File: src/rtl/ioreg_write_sequencer.sv
// Script engine that replays stored {addr, data, delay} entries onto the IO-register bus
// with a setup / strobe / hold write cycle, optional post-write wait, looping and abort.
module ioreg_write_sequencer #(
  parameter int DEPTH     = 16,
  parameter int IDX_W     = 4,
  parameter int DLY_W     = 12,
  parameter int PRESCALE  = 4,
  parameter int WE_CYCLES = 2
) (
  input  logic             I_CLK,
  input  logic             I_RESET,
  input  logic             I_CFG_WE,
  input  logic [IDX_W-1:0] I_CFG_IDX,
  input  logic [15:0]      I_CFG_ADDR,
  input  logic [7:0]       I_CFG_DATA,
  input  logic [DLY_W-1:0] I_CFG_DLY,
  input  logic [IDX_W:0]   I_LEN,
  input  logic             I_START,
  input  logic             I_LOOP,
  input  logic             I_ABORT,
  output logic [15:0]      O_IOREG_ADDR,
  output logic [7:0]       O_IOREG_DATA,
  output logic             O_IOREG_DATA_OE,
  output logic             O_IOREG_WE_L,
  output logic             O_IOREG_RE_L,
  output logic             O_BUSY,
  output logic             O_DONE,
  output logic [IDX_W-1:0] O_IDX,
  output logic [2:0]       O_DBG_STATE
);

  typedef enum logic [2:0] {
    S_IDLE   = 3'd0,
    S_SETUP  = 3'd1,
    S_STROBE = 3'd2,
    S_HOLD   = 3'd3,
    S_WAIT   = 3'd4,
    S_END    = 3'd5
  } state_t;

  localparam int PW = (PRESCALE > 1) ? $clog2(PRESCALE) : 1;
  localparam int SW = (WE_CYCLES > 1) ? $clog2(WE_CYCLES) : 1;
  localparam logic [PW-1:0]  PRE_LAST  = PW'(PRESCALE - 1);
  localparam logic [SW-1:0]  STB_LAST  = SW'(WE_CYCLES - 1);
  localparam logic [IDX_W:0] DEPTH_LEN = (IDX_W + 1)'(DEPTH);

  logic [15:0]      ram_addr [DEPTH];
  logic [7:0]       ram_data [DEPTH];
  logic [DLY_W-1:0] ram_dly  [DEPTH];

  state_t           state, state_d;
  logic [IDX_W-1:0] idx, idx_d;
  logic [IDX_W:0]   len, len_d;
  logic [SW-1:0]    stb_cnt, stb_d;
  logic [PW-1:0]    pre_cnt, pre_d;
  logic [DLY_W-1:0] dly_cnt, dly_d;
  logic [15:0]      addr_q, addr_d;
  logic [7:0]       data_q, data_d;
  logic             oe_q, oe_d;
  logic             we_l_q, we_l_d;
  logic             done_q, done_d;
  logic             advance;

  logic [IDX_W-1:0] fetch_idx;
  logic             bypass;
  logic [15:0]      ent_addr;
  logic [7:0]       ent_data;
  logic [DLY_W-1:0] cur_dly;
  logic [IDX_W:0]   len_in;
  logic             last_entry;

  // Script RAM has no reset; writes only land while idle.
  always_ff @(posedge I_CLK) begin
    if (I_CFG_WE && state == S_IDLE) begin
      ram_addr[I_CFG_IDX] <= I_CFG_ADDR;
      ram_data[I_CFG_IDX] <= I_CFG_DATA;
      ram_dly[I_CFG_IDX]  <= I_CFG_DLY;
    end
  end

  // A start can coincide with a config write to the first entry, so forward it.
  assign fetch_idx  = (state == S_HOLD || state == S_WAIT) ? idx + 1'b1 : '0;
  assign bypass     = (state == S_IDLE) && I_CFG_WE && (I_CFG_IDX == fetch_idx);
  assign ent_addr   = bypass ? I_CFG_ADDR : ram_addr[fetch_idx];
  assign ent_data   = bypass ? I_CFG_DATA : ram_data[fetch_idx];
  assign cur_dly    = ram_dly[idx];
  assign len_in     = (I_LEN > DEPTH_LEN) ? DEPTH_LEN : I_LEN;
  assign last_entry = ({1'b0, idx} + (IDX_W + 1)'(1)) >= len;

  always_comb begin
    state_d = state;
    idx_d   = idx;
    len_d   = len;
    stb_d   = stb_cnt;
    pre_d   = pre_cnt;
    dly_d   = dly_cnt;
    addr_d  = addr_q;
    data_d  = data_q;
    oe_d    = oe_q;
    we_l_d  = we_l_q;
    done_d  = 1'b0;
    advance = 1'b0;

    case (state)
      S_IDLE: begin
        if (I_START && !I_ABORT) begin
          if (len_in != '0) begin
            state_d = S_SETUP;
            len_d   = len_in;
            idx_d   = '0;
            addr_d  = ent_addr;
            data_d  = ent_data;
            oe_d    = 1'b1;
            we_l_d  = 1'b1;
          end else begin
            done_d = 1'b1;
          end
        end
      end
      S_SETUP: begin
        state_d = S_STROBE;
        stb_d   = '0;
        we_l_d  = 1'b0;
      end
      S_STROBE: begin
        if (stb_cnt == STB_LAST) begin
          state_d = S_HOLD;
          we_l_d  = 1'b1;
        end else begin
          stb_d = stb_cnt + 1'b1;
        end
      end
      S_HOLD: begin
        if (cur_dly != '0) begin
          state_d = S_WAIT;
          oe_d    = 1'b0;
          dly_d   = cur_dly;
          pre_d   = '0;
        end else begin
          advance = 1'b1;
        end
      end
      S_WAIT: begin
        // One delay tick per PRESCALE cycles; leave on the last tick.
        if (pre_cnt == PRE_LAST) begin
          pre_d = '0;
          if (dly_cnt == DLY_W'(1)) advance = 1'b1;
          else                      dly_d   = dly_cnt - 1'b1;
        end else begin
          pre_d = pre_cnt + 1'b1;
        end
      end
      S_END: begin
        if (I_LOOP) begin
          state_d = S_SETUP;
          idx_d   = '0;
          addr_d  = ent_addr;
          data_d  = ent_data;
          oe_d    = 1'b1;
          we_l_d  = 1'b1;
        end else begin
          state_d = S_IDLE;
        end
      end
      default: state_d = S_IDLE;
    endcase

    if (advance) begin
      if (last_entry) begin
        state_d = S_END;
        oe_d    = 1'b0;
        done_d  = 1'b1;
      end else begin
        state_d = S_SETUP;
        idx_d   = idx + 1'b1;
        addr_d  = ent_addr;
        data_d  = ent_data;
        oe_d    = 1'b1;
        we_l_d  = 1'b1;
      end
    end

    if (I_ABORT && state != S_IDLE) begin
      state_d = S_IDLE;
      oe_d    = 1'b0;
      we_l_d  = 1'b1;
      done_d  = 1'b0;
    end
  end

  always_ff @(posedge I_CLK or posedge I_RESET) begin
    if (I_RESET) begin
      state   <= S_IDLE;
      idx     <= '0;
      len     <= '0;
      stb_cnt <= '0;
      pre_cnt <= '0;
      dly_cnt <= '0;
      addr_q  <= '0;
      data_q  <= '0;
      oe_q    <= 1'b0;
      we_l_q  <= 1'b1;
      done_q  <= 1'b0;
    end else begin
      state   <= state_d;
      idx     <= idx_d;
      len     <= len_d;
      stb_cnt <= stb_d;
      pre_cnt <= pre_d;
      dly_cnt <= dly_d;
      addr_q  <= addr_d;
      data_q  <= data_d;
      oe_q    <= oe_d;
      we_l_q  <= we_l_d;
      done_q  <= done_d;
    end
  end

  assign O_IOREG_ADDR    = addr_q;
  assign O_IOREG_DATA    = data_q;
  assign O_IOREG_DATA_OE = oe_q;
  assign O_IOREG_WE_L    = we_l_q;
  assign O_IOREG_RE_L    = 1'b1;
  assign O_BUSY          = (state != S_IDLE);
  assign O_DONE          = done_q;
  assign O_IDX           = idx;
  assign O_DBG_STATE     = state;

endmodule
File: config.mk
export PLATFORM = sky130hd
export DESIGN_NAME = ioreg_write_sequencer
export DESIGN_NICKNAME = d
export VERILOG_FILES = /design/src/rtl/ioreg_write_sequencer.sv
export SDC_FILE = /design/constraint.sdc
export NUM_CORES = 1
export LEC_CHECK = 0
export ABC_AREA = 1
export CORE_ASPECT_RATIO = 0.6
export CORE_UTILIZATION = 45
export CTS_CLUSTER_SIZE = 16
export DETAILED_ROUTE_END_ITERATION = 6
export PLACE_DENSITY = 0.63
export SLEW_MARGIN = 20
export SYNTH_ARGS = -nofsm -noshare
export SYNTH_HDL_FRONTEND = slang
export SYNTH_SLANG_ARGS = --single-unit
File: constraint.sdc
create_clock -name I_CLK -period 4.12 [get_ports I_CLK]
set_clock_uncertainty 0.1 [all_clocks]
set_input_delay 0.618 -clock I_CLK [delete_from_list [all_inputs] [get_ports I_CLK]]
set_output_delay 0.618 -clock I_CLK [all_outputs]
set_load 0.02 [all_outputs]
### Yosys cells after proc, flatten, opt, wreduce, memory -nomap -nowiden

Memories as Yosys holds them, arrays and structs flattened.
Cells that the tools add are included.

* register bits after elaboration: 54
* bits in latches: 0
* RAM bits: 576
* memory bits (read-only): 0
* input bits: 51
* output and inout port bits: 36
* memories: 3

* $add $sub $neg: 5
* $mul: 0
* divide/modulo/power cells: 0
* $lt $le $gt $ge: 2
* equality and inequality tests: 17
* shift-type cells: 0
* multiplexer cells: 68
* bitwise gates (word level): 0
* reduce and logical (&&, ||, !) cells: 18

Memories
* ram_addr: depth 16, width 16, read ports 1, clocked after memory_dff 0, wr ports 1, line 47 `logic [15:0] ram_addr [DEPTH];`
* ram_dly: depth 16, width 12, read ports 1, clocked after memory_dff 0, wr ports 1, line 49 `logic [DLY_W-1:0] ram_dly [DEPTH];`
* ram_data: depth 16, width 8, read ports 1, clocked after memory_dff 0, wr ports 1, line 48 `logic [7:0] ram_data [DEPTH];`

Operators with widths (number)
* 2-to-1 mux 16 bit: 6
* 2-to-1 mux 8 bit: 6
* 2-to-1 mux 12 bit: 3
* one-hot mux 16 bit (2 select lines): 1
* 2-to-1 mux 1 bit: 27
* 2-to-1 mux 4 bit: 6
* one-hot mux 12 bit (2 select lines): 1
* 2-to-1 mux 3 bit: 7
* one-hot mux 3 bit (6 select lines): 1
* one-hot mux 8 bit (2 select lines): 1
* equality test 12 x 1 -> 1 bit, second input constant: 1
* inequality test 4 x 2 -> 1 bit, second input constant: 3
* nonzero test 12 bit: 1
* subtractor 12 x 1 -> 12 bit, second input constant: 1
* AND reduction 5 bit: 2
* nonzero test 5 bit: 2
* inequality test 4 bit, second input constant: 2
* one-hot mux 4 bit (2 select lines): 1
* equality test 3 x 2 -> 1 bit, second input constant: 2
* equality test 3 bit, second input constant: 2
* adder 4 x 1 -> 5 bit, second input constant: 1
* >= comparator 5 bit: 1
* greater-than comparator 5 bit, second input constant: 1
* 2-to-1 mux 5 bit: 1
* 23 further kinds: 30

### Logic depth before layout (Yosys ltp)

* depth in word-level cells: 11
* depth in mapped cells: 19
* depth with buffers taken out: 16

### Worst setup path before layout

OpenSTA, ideal clock, no wires.

* path type: flip-flop to flip-flop
* from: register state[0] (netlist: O_DBG_STATE[0])
* to: memory ram_addr[12][0] (enable)
* setup time: 0.429 ns
* data arrival time: 2.679 ns
* data required time: 3.591 ns
* slack: 0.912 ns
* cell stages (with the launch flop): 8
* path buffers: 0
* period minus slack after synthesis: 3.208 ns
* path through: dfrtp_1 nor2_1 inv_1 nor2_2 nand2_1 nor3_1 inv_1 nor2_1

* cells in the longest elaborated chain, start to end: 4

RTL lines
* start: declaration: line 51 `state_t state, state_d;`
* start signal: assignment: line 205 `state <= state_d;`
* zero test 3 bit: line 74 `if (I_CFG_WE && state == S_IDLE) begin`
* logical AND 1 bit: line 74
* 2-to-1 mux 1 bit: line 74
* 2-to-1 mux 1 bit (implied by the code): line 75 `ram_addr[I_CFG_IDX] <= I_CFG_ADDR;`
* end: declaration: line 47

Every way passes these cells.

### Worst setup path in the final report

* from: register idx[0] (netlist: O_IDX[0])
* to: register data_q[6] (netlist: O_IOREG_DATA[6])

* cells in the longest elaborated chain, start to end: 10
* elaborated cells on any way between the ends: 18

RTL lines
* start: declaration: line 52 `logic [IDX_W-1:0] idx, idx_d;`
* start signal: assignment: line 206 `idx <= idx_d;`
* parallel branches: the longest is 9 deep, another holds memory read (16 x 8 bit)
* 2-to-1 mux 8 bit *: line 168 `if (advance) begin`
* via data_d[6]: line 58 `logic [7:0] data_q, data_d;`
* end signal: assignment: line 212 `data_q <= data_d;`
* end: declaration: line 58

Mark *: on every way through the listed nets, which the timed path passes.
A chain may end at the register's enable or synchronous reset.

==> flow_summary.yaml <==
placement:
  dp_hpwl_mm: 41.6
  place.gp.congestion: 0.876
  port_buffers: 85
  dp_slack_ns: 0.639
grt:
  grt-busiest-layer: "met1"
  grt_pass1_wl_mm: 111
  use_met2_pct: 34.5
  grt_start_max_net_pins: 165
  grt_overflow: 0
  grt_use_met3_pct: 5.65
  grtUsageTotal_pct: 24.9
  grt_pass1_vias: 17100
  antenna_found_initial: 4
  use_met1_pct: 39.3
final_layout:
  syn2layout_area_growth_pct: 14.4
  num_antenna_cells: 0
  final_core_util_pct: 52.3
  fin_nets: 2508
  drive_above_1_share_pct: 7.21
setup_path:
  startpoint_type: "flop"
  critical_path_arrival_ns: 4.07
  cp_max_fo: 31
  end_kind: "flop"
  criticalPathCategory: "flop to flop"
  cp_data_required_time_ns: 4.57
clock_tree:
  cts_buffers: 57
  cts_tree: "yes"
  insertion_delay_ns: 0.62
  clkSinkCount: 630
  cts_buffer_depth: 3
  ctsHoldBuffers: 0
  post-cts-setup-buffer-count: 0
  cts-htree-levels: 2
  clk_pin_slew_worst_paths_ns: 0.06
  cts-root-buf: "clkbuf_16"
  cts_resized: 0
routing:
  first_pass_iters: 6
  via_count: 18400
  via_per_inst: 5.64
  wl_per_cell_microns: 22.6
  drc: 0
  dr.first_iter.drc_count: 2394
  wl_mm: 73.9
  ant_nets: 0
pwr:
  ir_drop_v: 0.000393
  p_leak_nw: 11.4
  cellPowerDensity_mw_per_mm2: 526
  total_power_w: 0.0158
timing:
  tns_ns: 0
  worst_pin_slew_ns: 1.03
  maxSlewViolCount: 0
  clock.fmax_mhz: 276
  finalSetupViolCount: 0
  fin_crit_sh_pct: 87.9
  relSlewSlack_pct: 31.5
  setup_slack_ns: 0.500
  hold_viol_final: 0
  rsz0062_at_grt: "false"
  timing.hold.ws_ns: 0.293
  fin_crit_ns: 3.62
logic_synthesis:
  synthMostInstantiatedCell: "nand2_1"
  yosysWarnings: 0
  synth-simple-area-share_pct: 21.8
  synth_ff_type: "edfxtp_1"
  syn_area_sq_mm: 0.0263
  async_reset_ff_share_pct: 8.57
  synth.area.mux_share_pct: 0
  synth_top_family_by_area: "simple AND/OR/NAND/NOR gates"
  syn_nets: 2440
  synth_fa_ha_area_share_pct: 0.428
  synth_compound_area_share_pct: 2.81
  synthDistinctLibCells: 37
  synth_area_leaders: "edfxtp_1, nand2_1, nand3_1"
  synth_common_cells: "nand2_1, edfxtp_1, nand3_1, inv_1, nor2_1"
  syn_area_per_cell_sq_um: 11.1
  yosysSeqAreaShare_pct: 70.9
  synth_edf_count: 576
  yosysTopAreaCell: "edfxtp_1"
  synth_xor_area_share_pct: 0.0998
  netlist.area_leader.share_pct: 65.7
  synth_cells: 2380
  ys_ff_latch: 630
floorplan:
  die_y_microns: 189
  die_w_microns: 314
  ioPinCount: 87
  rows: 68
  coreArea_sq_mm: 0.0576
  start_util_pct: 45.7
  die_area_sq_mm: 0.0595
job:
  maxCapViolations: 0
outcome:
  status: "finished, final reports clean"
min_path:
  hp-class: "primary input to async pin"
[layout make-up]
type                    count  area [sq um]
fillers                  4920         27500
flip-flops and latches    630         18700
multi-input cells        1495          6750
clock buffers              75          1590
repair buffers            140          1460
well taps                 770           963
inverters                 124           469
clock inverters            32           231
[metrics by stage]
step / cell area [sq um] / instances
floorplan: 26300 / 2380
global placement: 28300 / 3159
detailed placement: 28300 / 3159
CTS: 30100 / 3266
global route: 30100 / 3266
finish: 30100 / 3266
[power breakdown]
part	switching [W]	internal, W	total (W)	leakage [nW]
Combinational	0.00198	0.000971	0.00295	4.62
Clock	0.00235	0.00289	0.00524	0.901
Sequential	0.000299	0.00735	0.00765	5.88
Total	0.00463	0.0112	0.0158	11.4
[final timing paths]
check                      startpoint               to  slack (ns)  cells after the start
min reg2reg                pre_cnt[1]       pre_cnt[1]        0.39                      2
min in group I_CLK         pre_cnt[1]       pre_cnt[1]        0.39                      2
max                          O_IDX[0]  O_IOREG_DATA[6]        0.50                     16
max reg2reg                  O_IDX[0]  O_IOREG_DATA[6]        0.50                     16
max in group asynchronous     I_RESET         O_IDX[0]        2.73                      3
min                           I_RESET           len[3]        0.29                      2
[flip-flops by register name, indices dropped and copies added, names as in the netlist, 2 cells and up]
| name | count |
|---|---|
| len | 5 |
| ram_addr | 256 |
| O_IOREG_ADDR | 16 |
| O_IDX | 4 |
| O_IOREG_DATA | 8 |
| pre_cnt | 2 |
| O_DBG_STATE | 3 |
| ram_data | 128 |
| dly_cnt | 12 |
| ram_dly | 192 |
[logic make-up (layout without fill, tap and decap cells)]
logic type / count (synthesis) / count (layout)
other cells: 1 / 1
compound gates: 131 / 131
flops: 630 / 630
fa+ha+maj: 9 / 9
buf+inv: 255 / 371
simple gates: 1351 / 1351
xor+xnor: 3 / 3
[worst max-delay path, cell delays in order, from the launching register on]
cell and delay (ns):
dfrtp_4 0.61, inv_4 0.34, buf_4 0.29, nand2_1 0.07, nand3_1 0.08, nand3_1 0.09, nand3_1 0.11, nand2_1 0.24
nor2_1 0.16, nand2_1 0.12, nor2_1 0.19, nand3_1 0.16, nand2_2 0.15, nand2_4 0.23, nand2_4 0.36, nand2_1 0.13
nand2_1 0.08
[cells in the final DEF, fill, tap and decap left out, drive strengths merged, types with 2 or more instances in the layout]
cell	count
nand3	463
clkdlybuf4s50	85
bufinv	3
nand2	754
a221oi	3
a21oi	38
a31o	4
o31ai	3
o211ai	13
ha	9
xor2	2
nor4	4
edfxtp	576
dfrtp	53
nor2	110
buf	55
nand3b	2
o21ai	64
inv	124
clkinvlp	2
nor3	7
clkbuf	75
or2	3
o22ai	2
nand4	8
clkinv	27
[per-layer routing]
metal,wire (microns),up-vias
li1,-,8367
met1,33700,8946
met2,30300,1007
met3,8280,108
met4,1550,6
met5,41,-
No activity file was read; power rests on OpenSTA's default activity.
